**config.mk**
```make
export PLATFORM = sky130hd
export DESIGN_NAME = cdb_arbiter
export DESIGN_NICKNAME = d
export VERILOG_FILES = /design/src/rtl/cdb_arbiter.sv
export SDC_FILE = /design/constraint.sdc
export NUM_CORES = 1
export LEC_CHECK = 0
export BUFFER_PORTS_ARGS = -buffer_cell sky130_fd_sc_hd__clkbuf_2
export CAP_MARGIN = 20
export CORE_ASPECT_RATIO = 0.6
export CORE_UTILIZATION = 35
export CTS_CLUSTER_DIAMETER = 40
export DETAILED_ROUTE_END_ITERATION = 10
export GPL_TIMING_DRIVEN = 0
export PLACE_DENSITY_LB_ADDON = 0.12
export SETUP_SLACK_MARGIN = 0.05
export SLEW_MARGIN = 20
export SYNTH_ARGS = -nofsm -noshare
export SYNTH_HDL_FRONTEND = slang
export SYNTH_SLANG_ARGS = --single-unit
```
**constraint.sdc**
```tcl
create_clock -name clk -period 3.42 [get_ports clk]
set_input_delay 0.855 -clock clk [delete_from_list [all_inputs] [get_ports clk]]
set_output_delay 0.855 -clock clk [all_outputs]
set_load 0.05 [all_outputs]
```
**src/rtl/cdb_arbiter.sv**
```systemverilog
// Result broadcast arbiter: per-source FIFOs feeding a round-robin arbiter that
// drives a registered one-result-per-cycle tag/value broadcast bus.
module cdb_arbiter #(
  parameter int unsigned NSRC  = 4,
  parameter int unsigned DEPTH = 2,
  parameter int unsigned DATAW = 32,
  parameter int unsigned TAGW  = 6
) (
  input  logic                       clk,
  input  logic                       rst_n,
  input  logic [NSRC-1:0]            src_valid,
  input  logic [NSRC*TAGW-1:0]       src_tag,
  input  logic [NSRC*DATAW-1:0]      src_value,
  output logic [NSRC-1:0]            src_ready,
  output logic                       cdb_en,
  output logic [TAGW-1:0]            cdb_tag,
  output logic [DATAW-1:0]           cdb_value,
  output logic [$clog2(NSRC)-1:0]    cdb_src,
  output logic                       busy
);

  localparam int unsigned SW = $clog2(NSRC);
  localparam int unsigned PW = $clog2(DEPTH);
  localparam int unsigned CW = PW + 1;

  logic [TAGW-1:0]  r_tag_mem [NSRC][DEPTH];
  logic [DATAW-1:0] r_val_mem [NSRC][DEPTH];
  logic [PW-1:0]    r_wptr    [NSRC];
  logic [PW-1:0]    r_rptr    [NSRC];
  logic [CW-1:0]    r_count   [NSRC];
  logic [SW-1:0]    r_last;

  logic             r_cdb_en;
  logic [TAGW-1:0]  r_cdb_tag;
  logic [DATAW-1:0] r_cdb_value;
  logic [SW-1:0]    r_cdb_src;

  logic [NSRC-1:0]  w_nonempty;
  logic [NSRC-1:0]  w_push;
  logic [NSRC-1:0]  w_pop;
  logic             w_gnt_vld;
  logic [SW-1:0]    w_gnt_idx;

  // Occupancy flags and source handshake; ready ignores any same-cycle pop.
  always_comb begin
    w_nonempty = '0;
    src_ready  = '0;
    w_push     = '0;
    for (int i = 0; i < int'(NSRC); i++) begin
      w_nonempty[i] = (r_count[i] != '0);
      src_ready[i]  = rst_n & (r_count[i] != CW'(DEPTH));
      w_push[i]     = src_valid[i] & src_ready[i];
    end
  end

  // Round-robin search starting just after the last granted source.
  always_comb begin
    int unsigned idx;
    idx       = 0;
    w_gnt_vld = 1'b0;
    w_gnt_idx = '0;
    for (int unsigned k = 1; k <= NSRC; k++) begin
      idx = (32'(r_last) + k) % NSRC;
      if (!w_gnt_vld && w_nonempty[SW'(idx)]) begin
        w_gnt_vld = 1'b1;
        w_gnt_idx = SW'(idx);
      end
    end
  end

  // Decode the grant into per-source pop strobes.
  always_comb begin
    w_pop = '0;
    for (int i = 0; i < int'(NSRC); i++) begin
      w_pop[i] = w_gnt_vld && (w_gnt_idx == SW'(i));
    end
  end

  // FIFO pointers, occupancy and round-robin history.
  always_ff @(posedge clk or negedge rst_n) begin
    if (!rst_n) begin
      for (int i = 0; i < int'(NSRC); i++) begin
        r_wptr[i]  <= '0;
        r_rptr[i]  <= '0;
        r_count[i] <= '0;
      end
      r_last <= SW'(NSRC - 1);
    end else begin
      for (int i = 0; i < int'(NSRC); i++) begin
        if (w_push[i]) r_wptr[i] <= r_wptr[i] + PW'(1);
        if (w_pop[i])  r_rptr[i] <= r_rptr[i] + PW'(1);
        r_count[i] <= r_count[i] + CW'(w_push[i]) - CW'(w_pop[i]);
      end
      if (w_gnt_vld) r_last <= w_gnt_idx;
    end
  end

  // FIFO storage; contents are don't-care until written, so no reset.
  always_ff @(posedge clk) begin
    for (int i = 0; i < int'(NSRC); i++) begin
      if (w_push[i]) begin
        r_tag_mem[i][r_wptr[i]] <= src_tag[i*TAGW +: TAGW];
        r_val_mem[i][r_wptr[i]] <= src_value[i*DATAW +: DATAW];
      end
    end
  end

  // Registered broadcast bus; payload holds its last value while idle.
  always_ff @(posedge clk or negedge rst_n) begin
    if (!rst_n) begin
      r_cdb_en    <= 1'b0;
      r_cdb_tag   <= '0;
      r_cdb_value <= '0;
      r_cdb_src   <= '0;
    end else if (w_gnt_vld) begin
      r_cdb_en    <= 1'b1;
      r_cdb_tag   <= r_tag_mem[w_gnt_idx][r_rptr[w_gnt_idx]];
      r_cdb_value <= r_val_mem[w_gnt_idx][r_rptr[w_gnt_idx]];
      r_cdb_src   <= w_gnt_idx;
    end else begin
      r_cdb_en <= 1'b0;
    end
  end

  assign cdb_en    = r_cdb_en;
  assign cdb_tag   = r_cdb_tag;
  assign cdb_value = r_cdb_value;
  assign cdb_src   = r_cdb_src;
  assign busy      = |w_nonempty;

endmodule

```
==> out/metrics.yaml <==
postSynthAreaPerCell_um2: 14.47
cts_root_buf: "clkbuf_16"
clkTransAtPathRegs_ps: 60
max_cap_viol_count: 0
cp_slowest_cell: "or4_1"
worstSetupEndpointType: "flip-flop"
min_period_ps: 3159
setup_viol: 0
dpl.hpwl_mm: 29.00
reg2reg_to: "r_count[7]"
synth_cells: 968
relSlewSlack: 0.3078
via_count: 9112
grt-ovfl-total: 0
crit_buf_inv: 3
hold_path_class: "in -> async"
slew_violations: 0
path_cells: "or4_1, a32oi_1, o211ai_2, buf_2, buf_2, and3_1, ha_1, inv_1, ha_1, xnor2_1, xnor2_1"
reg2reg_depth: 11
ys_warn_count: 0
syn2layout_area_growth_pct: 24.10
synth.distinct_cells: 33
ys_ff_latch: 363
final_cell_count_no_fill: 1785
nFillCells: 3662
worstSkewPairLatency_ps: 550
htreeDepth: 2
numCtsBuffers: 41
critPathRequiredTime_ps: 3890
place.gp.congestion: 0.7610
tritoncts: "built"
worst-path-max-fanout: 10
die_w_um: 260.3
worst_pin_slew_ps: 1038
path_delay_family: "simple AND/OR/NAND/NOR gates"
pin_count: 204
outcome: "completed"
cts_setup_buffers: 0
drt-initial-drc-count: 887
die_y_um: 157.0
cpPeakStageDelay_ps: 570
timing.rr.start: "r_count[5]"
clockBufferDepth: 3
drt-pass1-iter-count: 5
reg2reg_slack_ps: 260
core.rowCount: 56
startpoint_type: "flip-flop"
path_class: "reg -> reg"
fmax_ghz: 0.3166
post-route-util: 0.4431
track_usage: 0.2140
wl_per_cell_um: 24.30
drive_gt1_frac: 0.2460
start_util: 0.3570
skew_ps: 24.77
fin_crit_sh: 0.9237
startpoint: "r_count[5]"
rsz0062_at_grt: "no"
io_buffers: 203
hold_viol_final: 0
cp.depth: 11
routed_via_density: 5.105
coreArea_um2: 39240
final_antenna_net_count: 0
routed_wl_mm: 43.37
cp_data_arrival_time_ps: 3630
cts_sinks: 363
hold_slack_ps: 254.1
dieArea_um2: 40860
antenna_found_initial: 5
synth_fp_nets: 1134
drc: 0
grt_max_degree: 45
grt_pass1_wl_mm: 62.04
yosysSeqAreaShare: 0.7572
synth_area_um2: 14010
nets: 1393
place_inst: 1706
crit_path_end: "r_count[7]"
grt_pass1_vias: 9028
cell usage in the layout, fill, tap and decap left out, drive strengths merged, types with 15 or more instances in the layout:
cell type and n:
a221o 38, a32oi 40, edfxtp 304, a21oi 77, mux2i 38, a31oi 38, nand2 198, nor2 49
inv 15, clkbuf 303, dfrtp 57, buf 27
final cells by class:
cell class              instances  area [µm²]  area share
diodes                          3       7.507   0.0004318
clock inverters                26       237.7     0.01367
plain buffers                  64       274.0     0.01576
inverters                      11       41.29    0.002375
clock buffers                  50        1060     0.06096
flip-flops and latches        363       10610      0.6101
repair buffers                216        1346     0.07744
multi-input cells             530        3158      0.1816
well taps                     522       653.1     0.03757
logic make-up (layout without fill, tap and decap cells):
group	count (synthesis)	count (layout)	synth area share
adders and majority gates	8	8	0.007145
AOI/OAI and AO/OA	208	208	0.1049
and+or+nand+nor	260	260	0.07198
xor gates and xnor gates	16	16	0.01000
muxes	38	38	0.02715
buffers and inverters	75	367	0.02170
other	0	3	0
DFF	363	363	0.7572
stage by stage:
stage / cell area, µm² / setup slack, ps / setup TNS, ps
after floorplan: 14040 / 221.6 / 0
after global placement: 15710 / -1975 / -465940
after detailed placement: 16060 / -247.8 / -591.7
after CTS: 17360 / 45.00 / 0
after global routing: 17390 / 74.00 / 0
final: 17390 / 261.0 / 0
per-layer routing:
layer	wire length [µm]	global-route usage
met2	19450	0.3228
met1	20350	0.3160
met4	732	0.05625
met5	28	0
met3	2809	0.04074
Yosys cell counts:
| cell type | instances | area (µm²) |
|---|---|---|
| a2111o_1 | 1 | 11.26 |
| a21boi_0 | 4 | 30.03 |
| a21o_1 | 1 | 7.510 |
| a21oi_1 | 77 | 385.4 |
| a221o_1 | 38 | 380.4 |
| a31oi_1 | 38 | 237.7 |
| a32oi_1 | 39 | 341.6 |
| a32oi_2 | 1 | 16.27 |
| and2_1 | 2 | 12.51 |
| and3_1 | 6 | 37.54 |
| buf_1 | 1 | 3.750 |
| buf_2 | 6 | 30.03 |
| buf_6 | 2 | 22.52 |
| clkbuf_1 | 55 | 206.5 |
| dfrtp_1 | 57 | 1426 |
| dfstp_2 | 2 | 52.55 |
| edfxtp_1 | 304 | 9129 |
| ha_1 | 8 | 100.1 |
| inv_1 | 11 | 41.29 |
| mux2i_1 | 38 | 380.4 |
| nand2_1 | 198 | 743.2 |
| nand3_1 | 1 | 5.000 |
| nor2_1 | 49 | 183.9 |
| o211ai_2 | 1 | 12.51 |
| o21ai_0 | 2 | 10.01 |
| o21ai_1 | 4 | 20.02 |
| o21bai_1 | 1 | 7.510 |
| o221ai_1 | 1 | 8.760 |
| or2_1 | 2 | 12.51 |
| or2_2 | 1 | 6.260 |
| or4_1 | 1 | 7.510 |
| xnor2_1 | 12 | 105.1 |
| xor2_1 | 4 | 35.03 |
sequential cells by signal, indices dropped and copies added (netlist names):
register and count:
r_val_mem 256, cdb_src 2, r_tag_mem 48, cdb_tag 6
cdb_value 32, r_count 8, cdb_en 1, r_wptr 4
r_rptr 4, r_last 2
timing repair:
action                     CTS  global route
hold buffers                 0             0
setup endpoints to repair    7            33
pin swaps                    0             0
gates resized for setup      5            17
worst min-delay path by stage:
stage,from,endpoint,depth (start not counted)
2_1_floorplan,r_rptr[0],r_rptr[0],1
3_3_place_gp,r_rptr[1],r_rptr[1],1
3_5_place_dp,r_rptr[1],r_rptr[1],1
4_1_cts,rst_n,cdb_value[9],1
5_1_grt,rst_n,cdb_value[9],1
6_report,rst_n,cdb_value[9],1
Power is left out: the tool's default activity adds up to more than one toggle a clock period on the data nets, which glitch-free logic cannot reach.
